===== src/rtl/pipelined_ctrl_pkg.sv =====
`default_nettype none
// +----------------------------------------------------------------------+
// | ctrl_pkg : opcodes, ALU codes, mux encodings and the stage bundle    |
// | Revision : 1.0                                                       |
// +----------------------------------------------------------------------+
package ctrl_pkg;

  localparam logic [6:0] OP_LOAD  = 7'b0000011;
  localparam logic [6:0] OP_STORE = 7'b0100011;
  localparam logic [6:0] OP_R     = 7'b0110011;
  localparam logic [6:0] OP_I     = 7'b0010011;
  localparam logic [6:0] OP_BR    = 7'b1100011;
  localparam logic [6:0] OP_JAL   = 7'b1101111;
  localparam logic [6:0] OP_JALR  = 7'b1100111;
  localparam logic [6:0] OP_LUI   = 7'b0110111;
  localparam logic [6:0] OP_AUIPC = 7'b0010111;

  localparam logic [3:0] ALU_ADD  = 4'b0000;
  localparam logic [3:0] ALU_SUB  = 4'b0001;
  localparam logic [3:0] ALU_AND  = 4'b0010;
  localparam logic [3:0] ALU_OR   = 4'b0011;
  localparam logic [3:0] ALU_XOR  = 4'b0100;
  localparam logic [3:0] ALU_SLT  = 4'b0101;
  localparam logic [3:0] ALU_SLL  = 4'b0110;
  localparam logic [3:0] ALU_SRL  = 4'b0111;
  localparam logic [3:0] ALU_SRA  = 4'b1000;
  localparam logic [3:0] ALU_SLTU = 4'b1001;

  localparam logic [2:0] IMM_I = 3'b000;
  localparam logic [2:0] IMM_S = 3'b001;
  localparam logic [2:0] IMM_B = 3'b010;
  localparam logic [2:0] IMM_J = 3'b011;
  localparam logic [2:0] IMM_U = 3'b100;

  localparam logic [1:0] RES_ALU = 2'b00;
  localparam logic [1:0] RES_MEM = 2'b01;
  localparam logic [1:0] RES_PC4 = 2'b10;
  localparam logic [1:0] RES_IMM = 2'b11;

  // All-zero value of this bundle is the pipeline bubble.
  typedef struct packed {
    logic       reg_write;
    logic [1:0] result_src;
    logic       mem_write;
    logic       jump;
    logic       branch;
    logic       jalr;
    logic       alu_src;
    logic       alu_src_a;
    logic [3:0] alu_control;
    logic [2:0] funct3;
  } ctrl_t;

endpackage
`default_nettype wire


===== src/rtl/pipelined_ctrl_decode.sv =====
`default_nettype none
// +----------------------------------------------------------------------+
// | ctrl_decode : combinational RV32I main + ALU decode for Decode stage |
// | Revision    : 1.0                                                    |
// +----------------------------------------------------------------------+
module ctrl_decode
  import ctrl_pkg::*;
#(
  parameter int EXT_OPS = 1
) (
  input  logic [6:0] opD,
  input  logic [2:0] funct3D,
  input  logic       funct7b5D,
  output ctrl_t      ctrlD,
  output logic [2:0] ImmSrcD,
  output logic       IllegalD
);

  ctrl_t      w_main;
  logic [1:0] w_alu_op;
  logic [2:0] w_imm;
  logic       w_op_illegal;
  logic       w_fn_illegal;
  logic [3:0] w_alu;
  logic       w_ext;

  assign w_ext = (EXT_OPS != 0);

  always_comb begin
    w_main       = '0;
    w_alu_op     = 2'b00;
    w_imm        = IMM_I;
    w_op_illegal = 1'b0;
    case (opD)
      OP_LOAD: begin
        w_main.reg_write  = 1'b1;
        w_main.alu_src    = 1'b1;
        w_main.result_src = RES_MEM;
        w_op_illegal      = (funct3D != 3'b010);
      end
      OP_STORE: begin
        w_main.mem_write = 1'b1;
        w_main.alu_src   = 1'b1;
        w_imm            = IMM_S;
        w_op_illegal     = (funct3D != 3'b010);
      end
      OP_R: begin
        w_main.reg_write = 1'b1;
        w_alu_op         = 2'b10;
      end
      OP_I: begin
        w_main.reg_write = 1'b1;
        w_main.alu_src   = 1'b1;
        w_alu_op         = 2'b10;
      end
      OP_BR: begin
        w_main.branch = 1'b1;
        w_alu_op      = 2'b01;
        w_imm         = IMM_B;
        w_op_illegal  = (funct3D[2:1] == 2'b01);
      end
      OP_JAL: begin
        w_main.jump       = 1'b1;
        w_main.reg_write  = 1'b1;
        w_main.result_src = RES_PC4;
        w_imm             = IMM_J;
      end
      OP_JALR: begin
        w_main.jump       = 1'b1;
        w_main.jalr       = 1'b1;
        w_main.reg_write  = 1'b1;
        w_main.alu_src    = 1'b1;
        w_main.result_src = RES_PC4;
        w_op_illegal      = !w_ext || (funct3D != 3'b000);
      end
      OP_LUI: begin
        w_main.reg_write  = 1'b1;
        w_main.result_src = RES_IMM;
        w_imm             = IMM_U;
        w_op_illegal      = !w_ext;
      end
      OP_AUIPC: begin
        w_main.reg_write = 1'b1;
        w_main.alu_src_a = 1'b1;
        w_main.alu_src   = 1'b1;
        w_imm            = IMM_U;
        w_op_illegal     = !w_ext;
      end
      default: w_op_illegal = 1'b1;
    endcase
  end

  always_comb begin
    w_alu        = ALU_ADD;
    w_fn_illegal = 1'b0;
    case (w_alu_op)
      2'b01: w_alu = ALU_SUB;
      2'b10: begin
        case (funct3D)
          // Only the register form subtracts; addi ignores instr[30].
          3'b000: w_alu = ((opD == OP_R) && funct7b5D) ? ALU_SUB : ALU_ADD;
          3'b001: begin w_alu = ALU_SLL;  w_fn_illegal = !w_ext; end
          3'b010: w_alu = ALU_SLT;
          3'b011: begin w_alu = ALU_SLTU; w_fn_illegal = !w_ext; end
          3'b100: begin w_alu = ALU_XOR;  w_fn_illegal = !w_ext; end
          3'b101: begin
            w_alu        = funct7b5D ? ALU_SRA : ALU_SRL;
            w_fn_illegal = !w_ext;
          end
          3'b110: w_alu = ALU_OR;
          default: w_alu = ALU_AND;
        endcase
      end
      default: w_alu = ALU_ADD;
    endcase
  end

  assign IllegalD = w_op_illegal | w_fn_illegal;
  assign ImmSrcD  = IllegalD ? IMM_I : w_imm;

  // An illegal instruction enters the pipe as a bubble that still carries funct3.
  always_comb begin
    ctrlD             = w_main;
    ctrlD.alu_control = w_alu;
    if (IllegalD) ctrlD = '0;
    ctrlD.funct3 = funct3D;
  end

endmodule
`default_nettype wire


===== src/rtl/pipelined_ctrl.sv =====
`default_nettype none
// +----------------------------------------------------------------------+
// | pipelined_ctrl : ID/EX, EX/MEM, MEM/WB control regs + branch resolve |
// | Revision       : 1.0                                                 |
// +----------------------------------------------------------------------+
module pipelined_ctrl
  import ctrl_pkg::*;
#(
  parameter  int EXT_OPS = 1,
  localparam int ACW     = (EXT_OPS != 0) ? 4 : 3
) (
  input  logic           clk,
  input  logic           rst_n,
  input  logic [6:0]     opD,
  input  logic [2:0]     funct3D,
  input  logic           funct7b5D,
  input  logic           FlushE,
  input  logic           StallE,
  input  logic           ZeroE,
  input  logic           LtE,
  input  logic           LtuE,
  output logic [2:0]     ImmSrcD,
  output logic           IllegalD,
  output logic [ACW-1:0] ALUControlE,
  output logic           ALUSrcE,
  output logic           ALUSrcAE,
  output logic           JalrE,
  output logic           PCSrcE,
  output logic           MemWriteM,
  output logic           RegWriteW,
  output logic [1:0]     ResultSrcW,
  output logic           RegWriteM,
  output logic [1:0]     ResultSrcM,
  output logic           ResultSrcE0
);

  ctrl_t      w_ctrl_d;
  ctrl_t      r_e;
  logic       r_m_reg_write;
  logic       r_m_mem_write;
  logic [1:0] r_m_result_src;
  logic       r_w_reg_write;
  logic [1:0] r_w_result_src;
  logic       w_taken;

  ctrl_decode #(.EXT_OPS(EXT_OPS)) u_decode (
    .opD       (opD),
    .funct3D   (funct3D),
    .funct7b5D (funct7b5D),
    .ctrlD     (w_ctrl_d),
    .ImmSrcD   (ImmSrcD),
    .IllegalD  (IllegalD)
  );

  always_ff @(posedge clk or negedge rst_n) begin
    if (!rst_n)       r_e <= '0;
    else if (FlushE)  r_e <= '0;
    else if (!StallE) r_e <= w_ctrl_d;
  end

  always_ff @(posedge clk or negedge rst_n) begin
    if (!rst_n) begin
      r_m_reg_write  <= 1'b0;
      r_m_mem_write  <= 1'b0;
      r_m_result_src <= RES_ALU;
      r_w_reg_write  <= 1'b0;
      r_w_result_src <= RES_ALU;
    end else begin
      r_m_reg_write  <= r_e.reg_write;
      r_m_mem_write  <= r_e.mem_write;
      r_m_result_src <= r_e.result_src;
      r_w_reg_write  <= r_m_reg_write;
      r_w_result_src <= r_m_result_src;
    end
  end

  always_comb begin
    w_taken = 1'b0;
    case (r_e.funct3)
      3'b000:  w_taken = ZeroE;
      3'b001:  w_taken = !ZeroE;
      3'b100:  w_taken = LtE;
      3'b101:  w_taken = !LtE;
      3'b110:  w_taken = LtuE;
      3'b111:  w_taken = !LtuE;
      default: w_taken = 1'b0;
    endcase
  end

  // Redirect is resolved in the same cycle; the hazard unit owns the follow-up flush.
  assign PCSrcE      = r_e.jump | (r_e.branch & w_taken);
  assign ALUControlE = r_e.alu_control[ACW-1:0];
  assign ALUSrcE     = r_e.alu_src;
  assign ALUSrcAE    = r_e.alu_src_a;
  assign JalrE       = r_e.jalr;
  assign ResultSrcE0 = r_e.result_src[0];
  assign MemWriteM   = r_m_mem_write;
  assign RegWriteM   = r_m_reg_write;
  assign ResultSrcM  = r_m_result_src;
  assign RegWriteW   = r_w_reg_write;
  assign ResultSrcW  = r_w_result_src;

endmodule
`default_nettype wire


===== config.mk =====
export PLATFORM = sky130hd
export DESIGN_NAME = pipelined_ctrl
export DESIGN_NICKNAME = d
export VERILOG_FILES = /design/src/rtl/pipelined_ctrl_pkg.sv /design/src/rtl/pipelined_ctrl_decode.sv /design/src/rtl/pipelined_ctrl.sv
export SDC_FILE = /design/constraint.sdc
export NUM_CORES = 1
export LEC_CHECK = 0
export BUFFER_PORTS_ARGS = -buffer_cell sky130_fd_sc_hd__buf_2
export CAP_MARGIN = 20
export CORE_MARGIN = 2
export CORE_UTILIZATION = 25
export DETAILED_ROUTE_END_ITERATION = 8
export PLACE_DENSITY_LB_ADDON = 0.15
export SYNTH_ARGS = -nofsm -noshare
export SYNTH_HDL_FRONTEND = slang
export SYNTH_SLANG_ARGS = --single-unit

===== constraint.sdc =====
create_clock -name clk -period 2 [get_ports clk]
set_input_delay 0.4 -clock clk [delete_from_list [all_inputs] [get_ports clk]]
set_output_delay 0.4 -clock clk [all_outputs]
set_load 0.05 [all_outputs]

==> key figures <==
Run status
  • Outcome: finished, violations left
  • Failing checks: setup timing

GRT
  • Overflow left after global routing: 0
  • Largest net degree at the start of global routing: 24
  • Vias in the first global route: approximately 1.2k
  • Initial antenna violation count: 0
  • First-pass GRT wire length: between 5 and 6 mm
  • Total track usage: 0.113

STA
  • Final setup fails: 1
  • Max_slew headroom: 0.659
  • Setup Skew: around 0.00080 ns
  • Final period util: 1.04
  • Slew Limit Fails: 0
  • Post-route minimum period: between 2 and 2.5 ns
  • Peak Freq: 481 MHz
  • RSZ-0062 raised after global routing: true
  • Setup ws final: -0.0779 ns
  • Fin Setup TNS: -0.0779 ns
  • Slew @ Worst Pin: 0.512 ns
  • Final hold vios: 0

Setup path
  • CP Launch Type: primary input
  • Worst Path Required: roughly 1.6 ns
  • Setup crit end kind: primary output
  • Critical-path cell list: buf_6 > or3b_4 > a32oi_2 > o2111a_2 > inv_8 > nor2_4 > buf_6
  • R2R Setup Slk: roughly 1.2 ns
  • RR Endpoint: r_e[2]
  • Worst path most repeated cell: buf_6
  • CP arrival: ~1.7 ns
  • Worst Setup SP: funct3D[2]
  • Critical path buffers and inverters: 3
  • Path depth of the worst reg2reg path: 3
  • FF-to-FF Start: r_e[2]
  • Critical path's top delay family: compound AO/OA/AOI/OAI gates
  • Kind of critical path: in2out
  • Worst path max stage delay: ~0.4 ns
  • CP max FO: 3
  • Slowest stage cell, crit path: or3b_4

Route
  • Starting DRT DRC Count: 51
  • Post-Route WL: ~3.4 mm
  • DRC violations left: 0
  • Vias per cell: approximately 4.6
  • WL/cell: between 10 and 15 um
  • Final ANT Viol Nets: 0
  • Total number of vias: 1233
  • DRT Pass-1 Iters: 4

Final layout
  • Reg area: 576 um2
  • Area growth, synth to finish: 34.3%
  • Finished Cell Area: roughly 1900 um2
  • Final nets: between 200 and 250
  • Footprint of the multi-input gates: between 700 and 800 um2
  • Final Util: 0.344
  • Share of cells above drive strength 1: 0.474
  • # diodes: 0
  • Layout fillers: between 500 and 600

Die
  • I/O pin count: 38
  • Initial core utilization: 0.256
  • Core area: approximately 5500 um2
  • Die Wd: slightly below 80 um
  • Row count: 27
  • Die area: a little over 6000 um2
  • Chip height: between 70 and 80 um

Logic synthesis
  • Mapped Avg Cell Area: about 10 um2
  • Ys Warns: 0
  • Number of flops mapped to enable cells by yosys: 0
  • Top FF cell, synth: dfrtp_1
  • Post-synthesis cell area: 1400 um2
  • Yosys cell types: 48
  • Synth async-reset ratio: 1.00
  • Post-Syn Instances: around 140
  • Seq/Total Area, Yosys: 0.410
  • Yosys reg bits: 23
  • Net count after synthesis: 159

Placed design
  • I/O Buffers: 37
  • Gpl congestion: just under 0.8
  • Placed cell areas: 1770 um2
  • Final HPWL from detailed placement: ~2.7 mm

Flow run
  • Max-cap violations: 0

Clock tree
  • Clk sink count: 23
  • Number of H-tree levels: 1
  • CTS clk-pin slew, worst paths: around 0.080 ns
  • Clock Tree Buf Depth: 2
  • Root buf cell: clkbuf_8
  • Later-pin clock latency in the skew report: 0.26 ns
  • Num CTS Buffers: 3
  • CTS tree: yes

Power and ir drop
  • Sequential power share: 0.506
  • P_sw: 0.243 mW
  • Leakage power: a little over 0.9 nW
  • Logic pwr share: 0.187
  • Peak VDD IR: around 0.18 mV
  • Tot Pwr: between 0.9 and 1 mW
  • Power Dens Cells: about 500 nW/um2
  • Internal cell power: approximately 0.69 mW
  • Clock network power share: 0.307
  • Sw frac: 0.260

Hold path
  • Hold WC Path Type: in2async
[per-stage QoR]
stage	cells	worst slack [ns]	hold slack (ns)
floorplan	139	-0.138	0.104
global placement	260	-0.279	0.353
detailed placement	260	-0.299	0.362
CTS	264	-0.0807	0.116
global route	266	-0.124	0.139
finish	266	-0.0779	0.0968
[flip-flops by register name (all words and copies together) (netlist names)]
signal,count
ALUSrcAE,1
ResultSrcM,2
ALUControlE,4
ResultSrcE0,1
r_e,8
MemWriteM,1
RegWriteW,1
JalrE,1
ALUSrcE,1
RegWriteM,1
ResultSrcW,2
[synth_stat cells, types with 3 or more instances]
library cell | count | area [um2]
inv_1 | 3 | 11.3
nor2_1 | 11 | 41.3
o21ai_2 | 3 | 26.3
nor3_1 | 3 | 15.0
nand2_1 | 12 | 45.0
buf_4 | 6 | 45.0
nand3_1 | 3 | 15.0
a32o_1 | 9 | 90.1
buf_6 | 6 | 67.6
clkbuf_1 | 3 | 11.3
a21oi_1 | 6 | 30.0
o21ai_0 | 4 | 20.0
mux2i_1 | 4 | 40.0
dfrtp_1 | 23 | 576
[worst max path at each step]
stage / end / slack, ns / cells past startpoint
after CTS: ImmSrcD[0] / -0.08 / 8
after floorplan: ImmSrcD[0] / -0.14 / 7
after global placement: ImmSrcD[0] / -0.28 / 7
after global routing: ImmSrcD[0] / -0.12 / 7
final: ImmSrcD[0] / -0.08 / 7
after detailed placement: ImmSrcD[0] / -0.30 / 7
[power by group through the flow]
stage	clock (mW)	combinational, mW	sequential, mW
after floorplan	0	0.0958	0.482
after global placement	0	0.166	0.481
after detailed placement	0	0.167	0.481
after CTS	0.295	0.174	0.472
after global routing	0.321	0.194	0.473
final	0.286	0.174	0.472
[logic make-up after synthesis]
family | share of synthesized area
AOI/OAI and AO/OA | 0.200
xor gates and xnor gates | 0.0125
and+or+nand+nor | 0.214
muxes | 0.0366
adders and majority gates | 0.0178
DFF | 0.410
buffers and inverters | 0.109
[final cells by class]
| class | instances | area share |
|---|---|---|
| Inverter | 4 | 0.0120 |
| Sequential cell | 23 | 0.306 |
| Tap cell | 72 | 0.0478 |
| Timing Repair Buffer | 67 | 0.231 |
| Multi-Input combinational cell | 96 | 0.379 |
| Clock inverter | 1 | 0.00266 |
| Clock buffer | 3 | 0.0219 |
[cell usage in the layout (no fill, tap or decap), types with 2 or more instances in the layout]
cell,synthesis,final
buf_2,0,33
buf_4,6,30
dfrtp_1,23,23
nand2_1,12,12
nor2_1,11,11
a32o_1,9,9
a21oi_1,6,5
mux2i_1,4,4
o21ai_0,4,4
buf_6,6,4
inv_1,3,3
nand3_1,3,3
o21ai_2,3,3
clkbuf_8,0,3
nor2b_1,2,2
and2b_2,2,2
or2b_2,2,2
nor4_1,2,2
xor2_1,2,2
a21o_1,2,2
and3_1,2,2
nor3_1,3,2
o211ai_1,2,2
ha_1,2,2
[per-layer routing]
metal  wire length [um]  GRT usage
met1               1720      0.158
met2               1560      0.185
met3                116    0.00909
met4                 47     0.0362
met5                  0          0
[what timing repair did]
item	in CTS	in global routing
setup buffers	0	2
hold buffers	0	0
endpoints found under the setup margin	3	4
resized for setup	12	1
pin swaps	2	1
Note: power is estimated with default switching activity, not from simulation.
